--- src/rtl/knn_dist_engine.sv ---
// Streaming squared-Euclidean distance engine on cache port s2: loads the query
// vector once, then streams every training vector and emits (distance, index) results.
module knn_dist_engine #(
  parameter int W  = 4,
  parameter int AW = 9
) (
  input  logic          clk,
  input  logic          reset_n,
  input  logic          start,
  input  logic [AW-1:0] query_base,
  input  logic [AW-1:0] train_base,
  input  logic [9:0]    num_vec,
  output logic          busy,
  output logic          done,
  output logic [AW-1:0] address2,
  output logic          chipselect2,
  output logic          clken2,
  output logic          write2,
  output logic [3:0]    byteenable2,
  output logic [31:0]   writedata2,
  input  logic [31:0]   readdata2,
  output logic          out_valid,
  input  logic          out_ready,
  output logic [31:0]   out_dist,
  output logic [9:0]    out_index
);

  typedef enum logic [2:0] {
    S_IDLE,
    S_LOAD_Q,
    S_RUN,
    S_DRAIN,
    S_FIN
  } state_t;

  localparam logic [2:0] LAST_WORD = 3'(W - 1);

  state_t        state_q, state_d;
  logic [AW-1:0] addr_q, addr_d;
  logic [AW-1:0] train_base_q, train_base_d;
  logic [9:0]    num_q, num_d;
  logic          cs_q, cs_d;
  logic [2:0]    iw_q, iw_d;
  logic [9:0]    iv_q, iv_d;
  logic          vld_q, vld_d;
  logic          kind_q, kind_d;
  logic [2:0]    widx_q, widx_d;
  logic [9:0]    vidx_q, vidx_d;
  logic [21:0]   acc_q, acc_d;
  logic [21:0]   dist_q, dist_d;
  logic [9:0]    idx_q, idx_d;
  logic          ov_q, ov_d;
  logic [31:0]   qreg_q [8];

  logic          stall;
  logic          qwe;
  logic [31:0]   qsel;
  logic [15:0]   sq [4];
  logic [17:0]   psum;

  // A held result freezes the whole read pipeline, including the cache address register.
  assign stall = ov_q & ~out_ready;
  assign qsel  = qreg_q[widx_q];

  // |t - q| squared equals the square of the 9-bit signed difference and stays within 16 bits.
  for (genvar gi = 0; gi < 4; gi++) begin : g_byte
    logic [7:0] t_b;
    logic [7:0] q_b;
    logic [7:0] ad;
    assign t_b     = readdata2[8*gi +: 8];
    assign q_b     = qsel[8*gi +: 8];
    assign ad      = (t_b >= q_b) ? (t_b - q_b) : (q_b - t_b);
    assign sq[gi]  = {8'd0, ad} * {8'd0, ad};
  end

  assign psum = 18'(sq[0]) + 18'(sq[1]) + 18'(sq[2]) + 18'(sq[3]);

  always_comb begin
    state_d      = state_q;
    addr_d       = addr_q;
    train_base_d = train_base_q;
    num_d        = num_q;
    cs_d         = cs_q;
    iw_d         = iw_q;
    iv_d         = iv_q;
    vld_d        = vld_q;
    kind_d       = kind_q;
    widx_d       = widx_q;
    vidx_d       = vidx_q;
    acc_d        = acc_q;
    dist_d       = dist_q;
    idx_d        = idx_q;
    ov_d         = ov_q;
    qwe          = 1'b0;

    if (!stall) begin
      if (ov_q && out_ready) ov_d = 1'b0;

      if (vld_q && kind_q) qwe = 1'b1;

      if (vld_q && !kind_q) begin
        if (widx_q == LAST_WORD) begin
          dist_d = acc_q + {4'd0, psum};
          idx_d  = vidx_q;
          ov_d   = 1'b1;
          acc_d  = '0;
        end else begin
          acc_d  = acc_q + {4'd0, psum};
        end
      end

      // Tag travelling alongside the address just issued, consumed next cycle.
      vld_d  = cs_q;
      kind_d = (state_q == S_LOAD_Q);
      widx_d = iw_q;
      vidx_d = iv_q;

      unique case (state_q)
        S_IDLE: begin
          if (start) begin
            train_base_d = train_base;
            num_d        = num_vec;
            addr_d       = query_base;
            iw_d         = '0;
            iv_d         = '0;
            if (num_vec == 10'd0) begin
              state_d = S_FIN;
            end else begin
              state_d = S_LOAD_Q;
              cs_d    = 1'b1;
            end
          end
        end
        S_LOAD_Q: begin
          if (iw_q == LAST_WORD) begin
            addr_d  = train_base_q;
            iw_d    = '0;
            iv_d    = '0;
            state_d = S_RUN;
          end else begin
            addr_d  = addr_q + AW'(1);
            iw_d    = iw_q + 3'd1;
          end
        end
        S_RUN: begin
          addr_d = addr_q + AW'(1);
          if (iw_q == LAST_WORD) begin
            iw_d = '0;
            iv_d = iv_q + 10'd1;
            if (iv_q == num_q - 10'd1) begin
              cs_d    = 1'b0;
              state_d = S_DRAIN;
            end
          end else begin
            iw_d = iw_q + 3'd1;
          end
        end
        S_DRAIN: begin
          if (!vld_q && !ov_q) state_d = S_FIN;
        end
        S_FIN: begin
          state_d = S_IDLE;
        end
        default: begin
          state_d = S_IDLE;
        end
      endcase
    end
  end

  always_ff @(posedge clk) begin
    if (!reset_n) begin
      state_q      <= S_IDLE;
      addr_q       <= '0;
      train_base_q <= '0;
      num_q        <= '0;
      cs_q         <= 1'b0;
      iw_q         <= '0;
      iv_q         <= '0;
      vld_q        <= 1'b0;
      kind_q       <= 1'b0;
      widx_q       <= '0;
      vidx_q       <= '0;
      acc_q        <= '0;
      dist_q       <= '0;
      idx_q        <= '0;
      ov_q         <= 1'b0;
    end else begin
      state_q      <= state_d;
      addr_q       <= addr_d;
      train_base_q <= train_base_d;
      num_q        <= num_d;
      cs_q         <= cs_d;
      iw_q         <= iw_d;
      iv_q         <= iv_d;
      vld_q        <= vld_d;
      kind_q       <= kind_d;
      widx_q       <= widx_d;
      vidx_q       <= vidx_d;
      acc_q        <= acc_d;
      dist_q       <= dist_d;
      idx_q        <= idx_d;
      ov_q         <= ov_d;
    end
  end

  always_ff @(posedge clk) begin
    if (!reset_n) begin
      for (int i = 0; i < 8; i++) qreg_q[i] <= '0;
    end else if (qwe) begin
      qreg_q[widx_q] <= readdata2;
    end
  end

  assign busy        = (state_q == S_LOAD_Q) || (state_q == S_RUN) || (state_q == S_DRAIN);
  assign done        = (state_q == S_FIN);
  assign address2    = addr_q;
  assign chipselect2 = cs_q;
  assign clken2      = ~stall;
  assign write2      = 1'b0;
  assign byteenable2 = 4'hF;
  assign writedata2  = 32'd0;
  assign out_valid   = ov_q;
  assign out_dist    = {10'd0, dist_q};
  assign out_index   = idx_q;

endmodule

--- config.mk ---
export PLATFORM = sky130hd
export DESIGN_NAME = knn_dist_engine
export DESIGN_NICKNAME = d
export VERILOG_FILES = /design/src/rtl/knn_dist_engine.sv
export SDC_FILE = /design/constraint.sdc
export NUM_CORES = 1
export LEC_CHECK = 0
export CAP_MARGIN = 30
export CORE_ASPECT_RATIO = 0.5
export CORE_MARGIN = 2
export CORE_UTILIZATION = 45
export CTS_BUF_LIST = sky130_fd_sc_hd__clkbuf_8
export CTS_CLUSTER_DIAMETER = 120
export DETAILED_ROUTE_END_ITERATION = 7
export MAX_ROUTING_LAYER = met4
export PLACE_DENSITY = 0.7
export RECOVER_POWER = 25
export SETUP_SLACK_MARGIN = 0.1
export SLEW_MARGIN = 10
export SYNTH_ARGS = -nofsm -noshare
export SYNTH_HDL_FRONTEND = slang
export SYNTH_SLANG_ARGS = --single-unit
export TNS_END_PERCENT = 100
--- constraint.sdc ---
create_clock -name clk -period 9.9 [get_ports clk]
set_clock_uncertainty 0.15 [all_clocks]
set_input_delay 0.99 -clock clk [delete_from_list [all_inputs] [get_ports clk]]
set_output_delay 0.99 -clock clk [all_outputs]
set_load 0.1 [all_outputs]
### Word level (Yosys, flattened, before mapping)

Memory sizes are Yosys's and may differ from the RTL's. A register that Yosys moved wholly into a read port is not among the register bits.
Cells that the tools add are included.

| storage, ports and cells | value |
|---|---|
| register bits after elaboration | 115 |
| bits in writable memories | 256 |
| input port bits | 64 |
| memories | 1 |

Memory list:

| name | words | bits a word | read ports | clocked after memory_dff | write ports | RTL line | source |
|---|---|---|---|---|---|---|---|
| qreg_q | 8 | 32 | 1 | 1 | 8 | 53 | `logic [31:0] qreg_q [8];` |

| cells by class | value |
|---|---|
| add/subtract/negate cells | 16 |
| multiply operators | 4 |
| $lt $le $gt $ge | 4 |
| equality and inequality tests | 13 |
| muxes and demuxes | 41 |
| bitwise gates (word level) | 3 |
| reduce and logical (&&, ||, !) cells | 24 |

Operator list:

| cell | count |
|---|---|
| $mul 8x8->16 | 4 |
| $sub 8x8->8 | 8 |
| $mux 3 | 11 |
| $ge 8x8->1 | 4 |
| $mux 32 | 1 |
| $mux 8 | 4 |
| $reduce_or 32->1 | 1 |
| $mux 10 | 3 |
| $pmux 10 s3 | 1 |
| $pmux 9 s3 | 1 |
| $add 22x18->22 | 1 |
| $mux 22 | 1 |
| $add 17x16->18 | 1 |
| $add 18x16->18 | 1 |
| $mux 9 | 2 |
| $add 16x16->17 | 1 |
| $mux 1 | 14 |
| $eq 3x2->1 const B | 4 |
| $ne 2x2->1 const B | 6 |
| $pmux 3 s4 | 1 |
| $reduce_and 3->1 | 4 |
| $reduce_and 6->1 | 2 |
| $add 10x1->10 const B | 1 |
| $eq 10x10->1 | 1 |
| other kinds (19) | 27 |

### Depth between registers and ports, before layout

Gate-level depths: netlist of run 1.

| depth | value |
|---|---|
| depth after elaboration | 8 |
| mapped depth | 41 |

### Worst setup path after synthesis of run 1

OpenSTA, ideal clock, no wires.

| path | value |
|---|---|
| path kind | register to register |
| start | register with a tool-made name |
| end | register dist_q[19] |
| library setup time | 0.079 ns |
| arrival time | 9.865 ns |
| setup slack | -0.194 ns |
| cell stages (with the launch flop) | 34 |
| buffers on the path | 3 |
| clock period less this slack | 10.094 ns |
| path through | dfxtp_1 > clkbuf_1 > buf_1 > mux4_2 > mux2i_1 > inv_1 > ha_1 > nand4_1 > nand3b_1 > o221ai_2 > a21oi_4 > mux2_4 > o21ai_1 > mux2_4 > buf_6 > nand2b_1 > fa_1 > fa_1 > fa_1 > fa_1 > inv_1 > fa_1 > fa_1 > fa_1 > inv_1 > fa_1 > inv_1 > ha_1 > or3_1 > o311ai_1 > o311ai_0 > a31oi_1 > nand4_1 > o211ai_1 |

RTL lines:

| item | RTL line | source |
|---|---|---|
| to (signal assigned) | 201 | `dist_q <= dist_d;` |
| to (decl) | 50 | `logic [21:0] dist_q, dist_d;` |

==> flow_metrics.env, run 1 <==
export IMPL_grt_use_total_pct=22.76
export IMPL_placementRows=63
export IMPL_syn_inst=2563
export IMPL_synth_simple_area_share_pct=14.10
export IMPL_clock_latency_ns=0.65
export IMPL_ys_seq_elements=374
export IMPL_muxShareOfSynthArea_pct=7.612
export IMPL_cp_depth=38
export IMPL_drc_errors=0
export IMPL_cts_sinks=374
export IMPL_cp_max_fo=8
export IMPL_period_minus_slack_ns=9.831
export IMPL_hold_viol_final=0
export IMPL_finalSetupViolCount=0
export IMPL_synthAdderAreaFrac_pct=23.20
export IMPL_place_area_sq_mm=0.03097
export IMPL_slew_violations=89
export IMPL_dp_hpwl_um=49710
export IMPL_ys_flop_type="edfxtp_1"
export IMPL_layout_cells_non_filler=3786
export IMPL_dieArea_sq_mm=0.06274
export IMPL_path_buf_inv=12
export IMPL_layout_drive_gt1_share_pct=22.39
export IMPL_dr_first_iter_drc_count=1724
export IMPL_grt_pass1_vias=20370
export IMPL_synth_xor_xnor_area_share_pct=2.307
export IMPL_cp_top_family="adder cells"
export IMPL_core_sq_mm=0.05959
export IMPL_fillCellCount=4928
export IMPL_crit_top_cell="fa_2"
export IMPL_antenna_cells=0
export IMPL_status="finished with violations"
export IMPL_cts_made_buffers=54
export IMPL_min_path_type="register to register"
export IMPL_num_vias=20310
export IMPL_place_ws_ns=-0.5724
export IMPL_synth_top_family_by_area="adder cells"
export IMPL_viasPerCell=5.366
export IMPL_violations="max-capacitance violations, max-slew violations"
export IMPL_cts_tree="yes"
export IMPL_grt_max_degree=83
export IMPL_syn2layout_area_growth_pct=22.70
export IMPL_grt_pass1_wl_um=109500
export IMPL_synth_top_area_cell="edfxtp_1"
export IMPL_synth_top_cell_area_share_pct=28.17
export IMPL_r2r_cells=38
export IMPL_gr_total_overflow=0
export IMPL_cts_htree_levels=2
export IMPL_cap_violations=3
export IMPL_cts_buffer_depth=3
export IMPL_hold_depth=2
export IMPL_clk_pin_slew_ns=0.07
export IMPL_port_buffers=109
export IMPL_design_area_sq_mm=0.03348
export IMPL_fmax_mhz=101.7
export IMPL_arrival_ns=10.16
export IMPL_grt_setup_unrepaired="true"
export IMPL_synth_avg_cell_area_sq_um=10.65
export IMPL_period_share_pct=99.30
export IMPL_multi_input_area_sq_mm=0.01615
export IMPL_first_pass_iters=6
export IMPL_synth_compound_area_share_pct=7.791
export IMPL_drt_total_wl_um=69970
export IMPL_placed_cells=3621
export IMPL_cp_required_ns=10.23
export IMPL_yosysWarnings=0
export IMPL_crit_type="register to register"
export IMPL_initial_core_util_pct=45.79
export IMPL_die_h_um=178.1
export IMPL_pin_count=157
export IMPL_seq_area_frac_synth_pct=36.83
export IMPL_routedWlPerCell_um=18.48
export IMPL_tightest_slew_ns=2.684
export IMPL_fin_ws_ns=0.06903
export IMPL_startpoint_type="register"
export IMPL_ys_types=93
export IMPL_antenna_found_initial=0
export IMPL_end_kind="register"
export IMPL_slew_headroom_pct=-78.96
export IMPL_critical_path_max_stage_delay_ns=0.58
export IMPL_die_w_um=352.2
export IMPL_nets=3373
export IMPL_final_antenna_net_count=0
export IMPL_ys_async_sr_fraction_pct=0
export IMPL_cts_root_buffer="clkbuf_8"
export IMPL_yosys_top_cells_area="edfxtp_1 28%, fa_1 15%, dfxtp_1 8.7%, ha_1 7.8%, mux4_2 5.3%"
export IMPL_synth_edff_count=256
export IMPL_synthesis_area_sq_mm=0.02728
export IMPL_critical_path_slowest_cell="fa_2"
export IMPL_gp_congestion=0.8987
export IMPL_hold_buffers=0
export IMPL_seq_area_sq_mm=0.01006
cell families (layout without fill, tap and decap cells):
logic type / count (synthesis) / in the layout
AOI/OAI and AO/OA: 301 / 302
xor gates and xnor gates: 65 / 65
adders and majority gates: 380 / 380
buffers and inverters: 532 / 897
DFF: 374 / 374
muxes: 126 / 126
other: 2 / 47
and+or+nand+nor: 783 / 783
through the flow:
stage / setup TNS (ns) / utilization [%] / hold slack, ns
after floorplan: 0 / - / 0.2912
after global placement: -5.286 / 51.86 / 0.2966
after detailed placement: -7.072 / 51.97 / 0.3065
after CTS: 0 / 54.52 / 0.3158
after global routing: -2.620 / 56.18 / 0.3297
final: 0 / 56.18 / 0.3094
flip-flops by register name (all words and copies together) (netlist names), 3 cells and up, named ones only:
name          count
out_index        10
acc_q            22
iw_q              3
train_base_q      9
dist_q           22
widx_q            3
num_q            10
state_q           3
address2          9
qreg_q          256
vidx_q           10
iv_q             10
cell usage after synthesis (9+ instances only):
cell type	number
nor3_1	190
buf_4	49
mux4_2	64
nand3_1	34
nor2_1	149
and3_1	13
xor2_1	28
fa_1	210
a22oi_1	9
dfxtp_1	118
a21oi_1	55
a21boi_0	65
ha_1	170
a21o_1	21
clkbuf_1	109
o21a_1	9
and2_1	43
edfxtp_1	256
inv_1	317
or2_2	14
clkinv_1	28
xnor2_1	29
nand2_1	175
nand2b_1	32
o21ai_0	57
nor4_1	62
mux2i_1	56
o21bai_1	9
nor2b_1	34
o211ai_1	10
buf_1	15
per-layer routing:
layer	part of all wire [%]	track usage, %	vias to the layer above
li1	-	-	9431
met1	42	30.58	10140
met2	48	36.94	649
met3	7.6	3.581	92
met4	1.6	4.541	0
met5	0	-	-
repair_timing:
action	4_1_cts	5_1_grt
hold endpoints to repair	0	0
buffers inserted	21	39
resized for setup	42	162
pin swaps	34	112
cloned	4	1
endpoints found under the setup margin	20	26
worst paths after layout:
kind | start | end | slack (ns)
worst max-delay path | register | dist_q[21] | 0.07
worst max register to register | register | dist_q[21] | 0.07
worst min register to register | dist_q[14] | dist_q[14] | 0.31
worst min-delay path | dist_q[14] | dist_q[14] | 0.31
worst reg2reg max path, delay by kind of cell (launching register included):
kind | cells | cell delay (ns)
AO/OA/AOI/OAI | 6 | 1.09
XOR/XNOR | 1 | 0.18
adder cells (fa/ha/maj) | 10 | 4.47
buffers and inverters | 12 | 1.26
flip-flops | 1 | 0.39
multiplexers | 4 | 1.34
AND/OR/NAND/NOR | 5 | 0.82
cell type report:
class | instances | share of cell area [%]
timing repair buffer | 449 | 11.75
sequential | 374 | 30.04
inverter | 347 | 3.906
clock inverter | 47 | 0.7998
tap | 812 | 3.035
multi-input combinational | 1703 | 48.25
clock buffer | 54 | 2.220
cells in the final DEF (no fill, tap or decap), drive strengths merged, types with 5 or more instances in the layout:
| cell type | n |
|---|---|
| mux2 | 6 |
| a21o | 21 |
| nor3 | 190 |
| clkdlybuf4s50 | 107 |
| o21a | 9 |
| and2 | 43 |
| o211ai | 11 |
| fa | 210 |
| a21boi | 66 |
| nand3 | 34 |
| dfxtp | 118 |
| and3 | 13 |
| nor3b | 6 |
| xor2 | 30 |
| ha | 170 |
| or2 | 19 |
| mux4 | 64 |
| a21oi | 58 |
| clkinv | 54 |
| mux2i | 56 |
| buf | 337 |
| a31oi | 5 |
| nor2b | 34 |
| xnor2 | 35 |
| inv | 337 |
| nand4 | 9 |
| a221oi | 8 |
| a22oi | 9 |
| clkbuf | 57 |
| o21ai | 65 |
| nand2b | 33 |
| nor4 | 63 |
| edfxtp | 256 |
| conb | 47 |
| nand2 | 176 |
| nor2 | 150 |
| o21bai | 10 |
| o211a | 6 |
| or3 | 8 |
Power of run 1 is not shown: default switching activity piles up to over one toggle a cycle in this logic, so the estimate is an artifact.
==> run 2, diff against run 1 <==
clock period = 8.15 ns   (was 9.9 ns; I/O delays follow)
==> run 2 against run 1 <==
  * The run ends with max-capacitance violations, max-slew violations, negative setup slack left
  * Maximum frequency rose by 0.43%
  * Sequential cell count did not move
  * Worst setup slack got worse by 1.7 ns
  * Cell count rose by 2.0%
  * Die area did not move
  * Worst hold slack got worse by 0.0052 ns
  * Global-route usage rose by 0.14 points
  * Highest routed layer unchanged
  * Critical path type unchanged
  * First-iteration DRC count fell by 4.8%
  * Count of clock-buffer cells in the layout rose by 10
  * Critical endpoint is now acc_q[18]
  * Design area rose by 3.3%
  * Via count rose by 0.91%
  * Critical path depth fell by 3
==> flow_metrics.env, run 2 (same netlist as run 1, synthesis figures left out) <==
export IMPL_status="finished with violations"
export IMPL_violations="max-capacitance violations, max-slew violations, negative setup slack"
export IMPL_cap_violations=2
export IMPL_critical_path_max_stage_delay_ns=0.59
export IMPL_placementRows=63
export IMPL_hold_buffers=0
export IMPL_slew_headroom_pct=-133.8
export IMPL_slew_violations=110
export IMPL_design_area_sq_mm=0.03457
export IMPL_reg_top3="qreg_q (256), acc_q (22), dist_q (22)"
export IMPL_die_w_um=352.2
export IMPL_num_vias=20500
export IMPL_final_common_cell="buf_4"
export IMPL_period_share_pct=120.1
export IMPL_cts_buffer_depth=3
export IMPL_cts_tree="yes"
export IMPL_reg2reg_slack_ns=-1.64
export IMPL_arrival_ns=10.14
export IMPL_viasPerCell=5.308
export IMPL_nets=3455
export IMPL_whs_endpoint="dist_q[8]"
export IMPL_first_pass_iters=5
export IMPL_gp_congestion=0.9200
export IMPL_top_register="qreg_q"
export IMPL_antenna_found_initial=1
export IMPL_die_h_um=178.1
export IMPL_grt_max_degree=80
export IMPL_place_ws_ns=-1.644
export IMPL_hold_depth=2
export IMPL_multi_input_area_sq_mm=0.01657
export IMPL_seq_area_sq_mm=0.01006
export IMPL_grt_pass1_vias=20860
export IMPL_dp_hpwl_um=50210
export IMPL_period_minus_slack_ns=9.789
export IMPL_layout_drive_gt1_share_pct=26.56
export IMPL_finish_utilization_pct=58.01
export IMPL_grt_setup_unrepaired="true"
export IMPL_crit_type="register to register"
export IMPL_drc_errors=0
export IMPL_startpoint_type="register"
export IMPL_cp_max_fo=7
export IMPL_dr_first_iter_drc_count=1642
export IMPL_clk_pin_slew_ns=0.06
export IMPL_syn2layout_area_growth_pct=26.69
export IMPL_min_path_type="register to register"
export IMPL_grt_use_total_pct=22.91
export IMPL_critical_path_slowest_cell="fa_1"
export IMPL_pin_count=157
export IMPL_hold_viol_final=0
export IMPL_drt_total_wl_um=70370
export IMPL_gr_total_overflow=0
export IMPL_r2r_end="acc_q[18]"
export IMPL_tightest_slew_ns=3.507
export IMPL_worst_hold_slack_ns=0.3042
export IMPL_core_sq_mm=0.05959
export IMPL_antenna_cells=0
export IMPL_r2r_cells=35
export IMPL_cts_htree_levels=2
export IMPL_dieArea_sq_mm=0.06274
export IMPL_final_cell_mix="380 x buf_4, 313 x inv_1, 256 x edfxtp_1, 187 x nor3_1, 186 x fa_1"
export IMPL_finalSetupViolCount=36
export IMPL_fin_ws_ns=-1.639
export IMPL_routedWlPerCell_um=18.22
export IMPL_worstHoldStart="dist_q[8]"
export IMPL_final_antenna_net_count=0
export IMPL_end_kind="register"
export IMPL_fmax_mhz=102.2
export IMPL_cts_sinks=374
export IMPL_clock_latency_ns=0.67
export IMPL_cts_root_buffer="clkbuf_8"
export IMPL_crit_top_cell="fa_1"
export IMPL_cp_required_ns=8.50
export IMPL_cts_made_buffers=56
export IMPL_largest_reg_flops=256
export IMPL_place_area_sq_mm=0.03185
export IMPL_initial_core_util_pct=45.79
export IMPL_grt_pass1_wl_um=110700
export IMPL_fillCellCount=4795
export IMPL_port_buffers=109
## run 2: cell count changes in the layout (fill, tap and decap cells not counted), sizes merged, moves of 2 or more
cell    before  now
buf        337  420
clkinv      54   37
clkbuf      57   66
inv        337  342
bufinv       2    0
## run 2: through the flow
| step | TNS [ns] | instances |
|---|---|---|
| 2_1_floorplan | -22.85 | 2608 |
| 3_3_place_gp | -45.74 | 3707 |
| 3_5_place_dp | -47.71 | 3711 |
| 4_1_cts | -37.09 | 3846 |
| 5_1_grt | -55.07 | 3862 |
| 6_report | -45.69 | 3862 |
## run 2: worst max-delay path, delay by kind of cell, from the launching register on
kind / cells / cell delay, ns
muxes: 4 / 1.38
DFF: 1 / 0.39
AOI/OAI and AO/OA: 7 / 1.64
xor gates and xnor gates: 1 / 0.16
buffers and inverters: 8 / 0.74
adders and majority gates: 10 / 4.46
and+or+nand+nor: 5 / 0.72
## run 2: repair_timing
action                     CTS  global route
pin swaps                   62            44
cloned                       2             0
setup endpoints to repair   38            38
gates resized for setup    141            99
buffers inserted            36            15
## run 2: layout make-up
class                   instances  area share, %
repair buffers                530          13.19
clock buffers                  64          2.548
flip-flops and latches        374          29.10
multi-input cells            1702          47.93
inverters                     347          3.775
well taps                     812          2.939
clock inverters                33         0.5140
## run 2: worst max-delay path by stage
stage	depth (start not counted)	endpoint	from
CTS	35	dist_q[20]	register
floorplan	33	dist_q[20]	register
global placement	33	dist_q[20]	register
finish	35	acc_q[18]	register
detailed placement	37	dist_q[20]	readdata2[0]
global route	38	dist_q[19]	register
## run 2: routing by layer
layer  part of all wire (%)  GRT usage (%)  vias up
met4                    1.8          5.039        0
li1                       -              -     9571
met5                      0              -        -
met3                    7.8          4.051      100
met2                     48          36.71      664
met1                     43          30.69    10160
Power of run 2 is left out for the same reason.
==> run 3, diff against run 2 <==
ABC_AREA = 1   (was unset)
==> run 3 against run 2 <==
  * The run still ends with max-capacitance violations, max-slew violations, negative setup slack left
  * Via count up 11%
  * Maximum frequency increased by 11%
  * Die area is 0.13% higher
  * Sequential share of layout area barely moved
  * Worst setup slack better by 1.0 ns
  * Worst hold slack worse by 0.0078 ns
  * Global-route usage increased by 1.8 points
  * Register-to-register slack better by 1.0 ns
  * Synthesized cell count up 21%
  * First-iteration DRC count increased by 24%
  * Design area is essentially flat
==> flow_metrics.env, run 3 <==
export IMPL_synth_xor_xnor_area_share_pct=2.400
export IMPL_syn2layout_area_growth_pct=26.63
export IMPL_synthesis_area_sq_mm=0.02732
export IMPL_muxShareOfSynthArea_pct=0.1465
export IMPL_final_antenna_net_count=0
export IMPL_reg2reg_slack_ns=-0.63
export IMPL_cts_buffer_depth=3
export IMPL_synth_compound_area_share_pct=9.704
export IMPL_synth_edff_count=256
export IMPL_die_w_um=352.5
export IMPL_hold_viol_final=0
export IMPL_synth_top_family_by_area="adder cells"
export IMPL_arrival_ns=9.18
export IMPL_layout_drive_gt1_share_pct=21.28
export IMPL_r2r_cells=44
export IMPL_grt_pass1_vias=22960
export IMPL_crit_top_cell="fa_1"
export IMPL_startpoint_type="register"
export IMPL_cts_made_buffers=55
export IMPL_status="finished with violations"
export IMPL_seq_area_sq_mm=0.01006
export IMPL_fmax_mhz=113.9
export IMPL_end_kind="register"
export IMPL_ys_seq_elements=374
export IMPL_cap_violations=6
export IMPL_violations="max-capacitance violations, max-slew violations, negative setup slack"
export IMPL_period_share_pct=107.7
export IMPL_synthAdderAreaFrac_pct=23.17
export IMPL_crit_type="register to register"
export IMPL_synth_simple_area_share_pct=17.33
export IMPL_finalSetupViolCount=34
export IMPL_viasPerCell=5.153
export IMPL_slew_headroom_pct=-59.59
export IMPL_synth_common_cells="674 x nor2_1, 480 x inv_1, 336 x nand2_1"
export IMPL_path_buf_inv=15
export IMPL_dieArea_sq_mm=0.06282
export IMPL_drt_total_wl_um=75130
export IMPL_initial_core_util_pct=45.85
export IMPL_synth_top_area_cell="edfxtp_1"
export IMPL_critical_path_max_stage_delay_ns=0.56
export IMPL_grt_setup_unrepaired="true"
export IMPL_tightest_slew_ns=2.394
export IMPL_dr_first_iter_drc_count=2029
export IMPL_cts_htree_levels=2
export IMPL_whs_endpoint="iw_q[2]"
export IMPL_min_path_type="register to register"
export IMPL_drc_errors=0
export IMPL_seq_area_frac_synth_pct=36.78
export IMPL_synth_avg_cell_area_sq_um=8.780
export IMPL_top_register="qreg_q"
export IMPL_syn_inst=3112
export IMPL_gp_congestion=0.9376
export IMPL_core_sq_mm=0.05959
export IMPL_ys_async_sr_fraction_pct=0
export IMPL_grt_max_degree=79
export IMPL_cts_tree="yes"
export IMPL_first_pass_iters=6
export IMPL_yosysWarnings=0
export IMPL_slew_violations=204
export IMPL_reg_top3="qreg_q (256), acc_q (22), dist_q (22)"
export IMPL_post_synth_top_count_cell="nor2_1"
export IMPL_grt_use_total_pct=24.76
export IMPL_yosys_top_cells_area="edfxtp_1 28%, fa_1 15%, nor2_1 9.3%, dfxtp_1 8.6%, ha_1 7.8%"
export IMPL_die_h_um=178.2
export IMPL_synth_top_cell_area_share_pct=28.14
export IMPL_clock_latency_ns=0.67
export IMPL_hold_depth=2
export IMPL_port_buffers=109
export IMPL_worst_hold_slack_ns=0.2964
export IMPL_hold_buffers=0
export IMPL_cp_top_family="adder cells"
export IMPL_ys_flop_type="edfxtp_1"
export IMPL_routedWlPerCell_um=16.97
export IMPL_num_vias=22810
export IMPL_cp_required_ns=8.55
export IMPL_ys_types=68
export IMPL_grt_pass1_wl_um=119500
export IMPL_dp_hpwl_um=52300
export IMPL_largest_reg_flops=256
export IMPL_pin_count=157
export IMPL_nets=4012
export IMPL_cts_root_buffer="clkbuf_8"
export IMPL_antenna_found_initial=1
export IMPL_clk_pin_slew_ns=0.07
export IMPL_cts_sinks=374
export IMPL_final_cell_mix="646 x nor2_1, 468 x inv_1, 349 x buf_4, 302 x nand2_1, 256 x edfxtp_1"
export IMPL_cp_max_fo=6
export IMPL_period_minus_slack_ns=8.779
export IMPL_gr_total_overflow=0
export IMPL_worstHoldStart="iw_q[2]"
export IMPL_critical_path_slowest_cell="fa_1"
export IMPL_r2r_end="dist_q[15]"
export IMPL_fin_ws_ns=-0.6292
export IMPL_multi_input_area_sq_mm=0.01576
export IMPL_fillCellCount=4934
export IMPL_placementRows=63
export IMPL_final_common_cell="nor2_1"
run 3: cell types whose count changed after synthesis, sizes merged, moves of 58 or more:
cell	previous run	this run
a21boi	66	5
a21oi	58	116
nor3	190	18
o21ai	64	206
nand2	176	359
inv	319	499
o32ai	0	60
mux4	64	0
nor2	150	687
nor4	63	5
run 3: cell families (layout without fill, tap and decap cells):
kind of cell,count (synthesis),in the layout
other,2,48
adder cells (fa/ha/maj),380,380
flip-flops,374,374
AO/OA/AOI/OAI,436,436
XOR/XNOR,74,74
AND/OR/NAND/NOR,1149,1152
buffers and inverters,693,1146
multiplexers,4,4
run 3: worst max path at each step:
stage / slack, ns / from / endpoint / cells after the start
6_report: -0.63 / register / dist_q[15] / 44
4_1_cts: -0.49 / register / acc_q[21] / 43
3_3_place_gp: -0.90 / register / dist_q[18] / 39
5_1_grt: -0.98 / register / dist_q[19] / 44
2_1_floorplan: -0.04 / register / dist_q[16] / 45
3_5_place_dp: -0.96 / register / dist_q[18] / 39
run 3: final cells by class:
class	count	area share, %
clock buffers	59	2.347
repair buffers	513	13.38
diodes	1	0.007233
well taps	812	2.936
inverters	529	5.833
flip-flops and latches	374	29.07
repair inverters	2	0.07233
clock inverters	43	0.8137
multi-input cells	2093	45.54
run 3: routing by layer:
| layer | track usage (%) | part of all wire, % | vias up |
|---|---|---|---|
| met2 | 40.99 | 48 | 856 |
| met1 | 31.15 | 42 | 11050 |
| met4 | 7.514 | 3.0 | 0 |
| li1 | - | - | 10740 |
| met5 | - | 0 | - |
| met3 | 4.552 | 7.7 | 158 |
run 3: worst min-delay path, delay by kind of cell, from the launching register on:
kind / cells / cell delay, ns
AND/OR/NAND/NOR: 1 / 0.05
flip-flops: 1 / 0.32
AO/OA/AOI/OAI: 1 / 0.03
run 3: what timing repair did:
item / 4_1_cts / 5_1_grt
setup buffers: 20 / 5
gates resized for setup: 234 / 68
endpoints found under the setup margin: 36 / 36
cloned: 10 / 0
pin swaps: 57 / 35
run 3: through the flow:
stage	TNS, ns	utilization, %	instances	cell area [sq um]	worst slack (ns)
5_1_grt	-27.93	58.06	4426	34600	-0.9842
3_5_place_dp	-25.79	53.68	4287	31990	-0.9557
2_1_floorplan	-0.04782	-	3157	27770	-0.04299
6_report	-16.61	58.06	4426	34600	-0.6292
3_3_place_gp	-21.15	53.40	4281	31820	-0.8976
4_1_cts	-12.06	57.66	4419	34360	-0.4858
Power of run 3 is left out for the same reason.
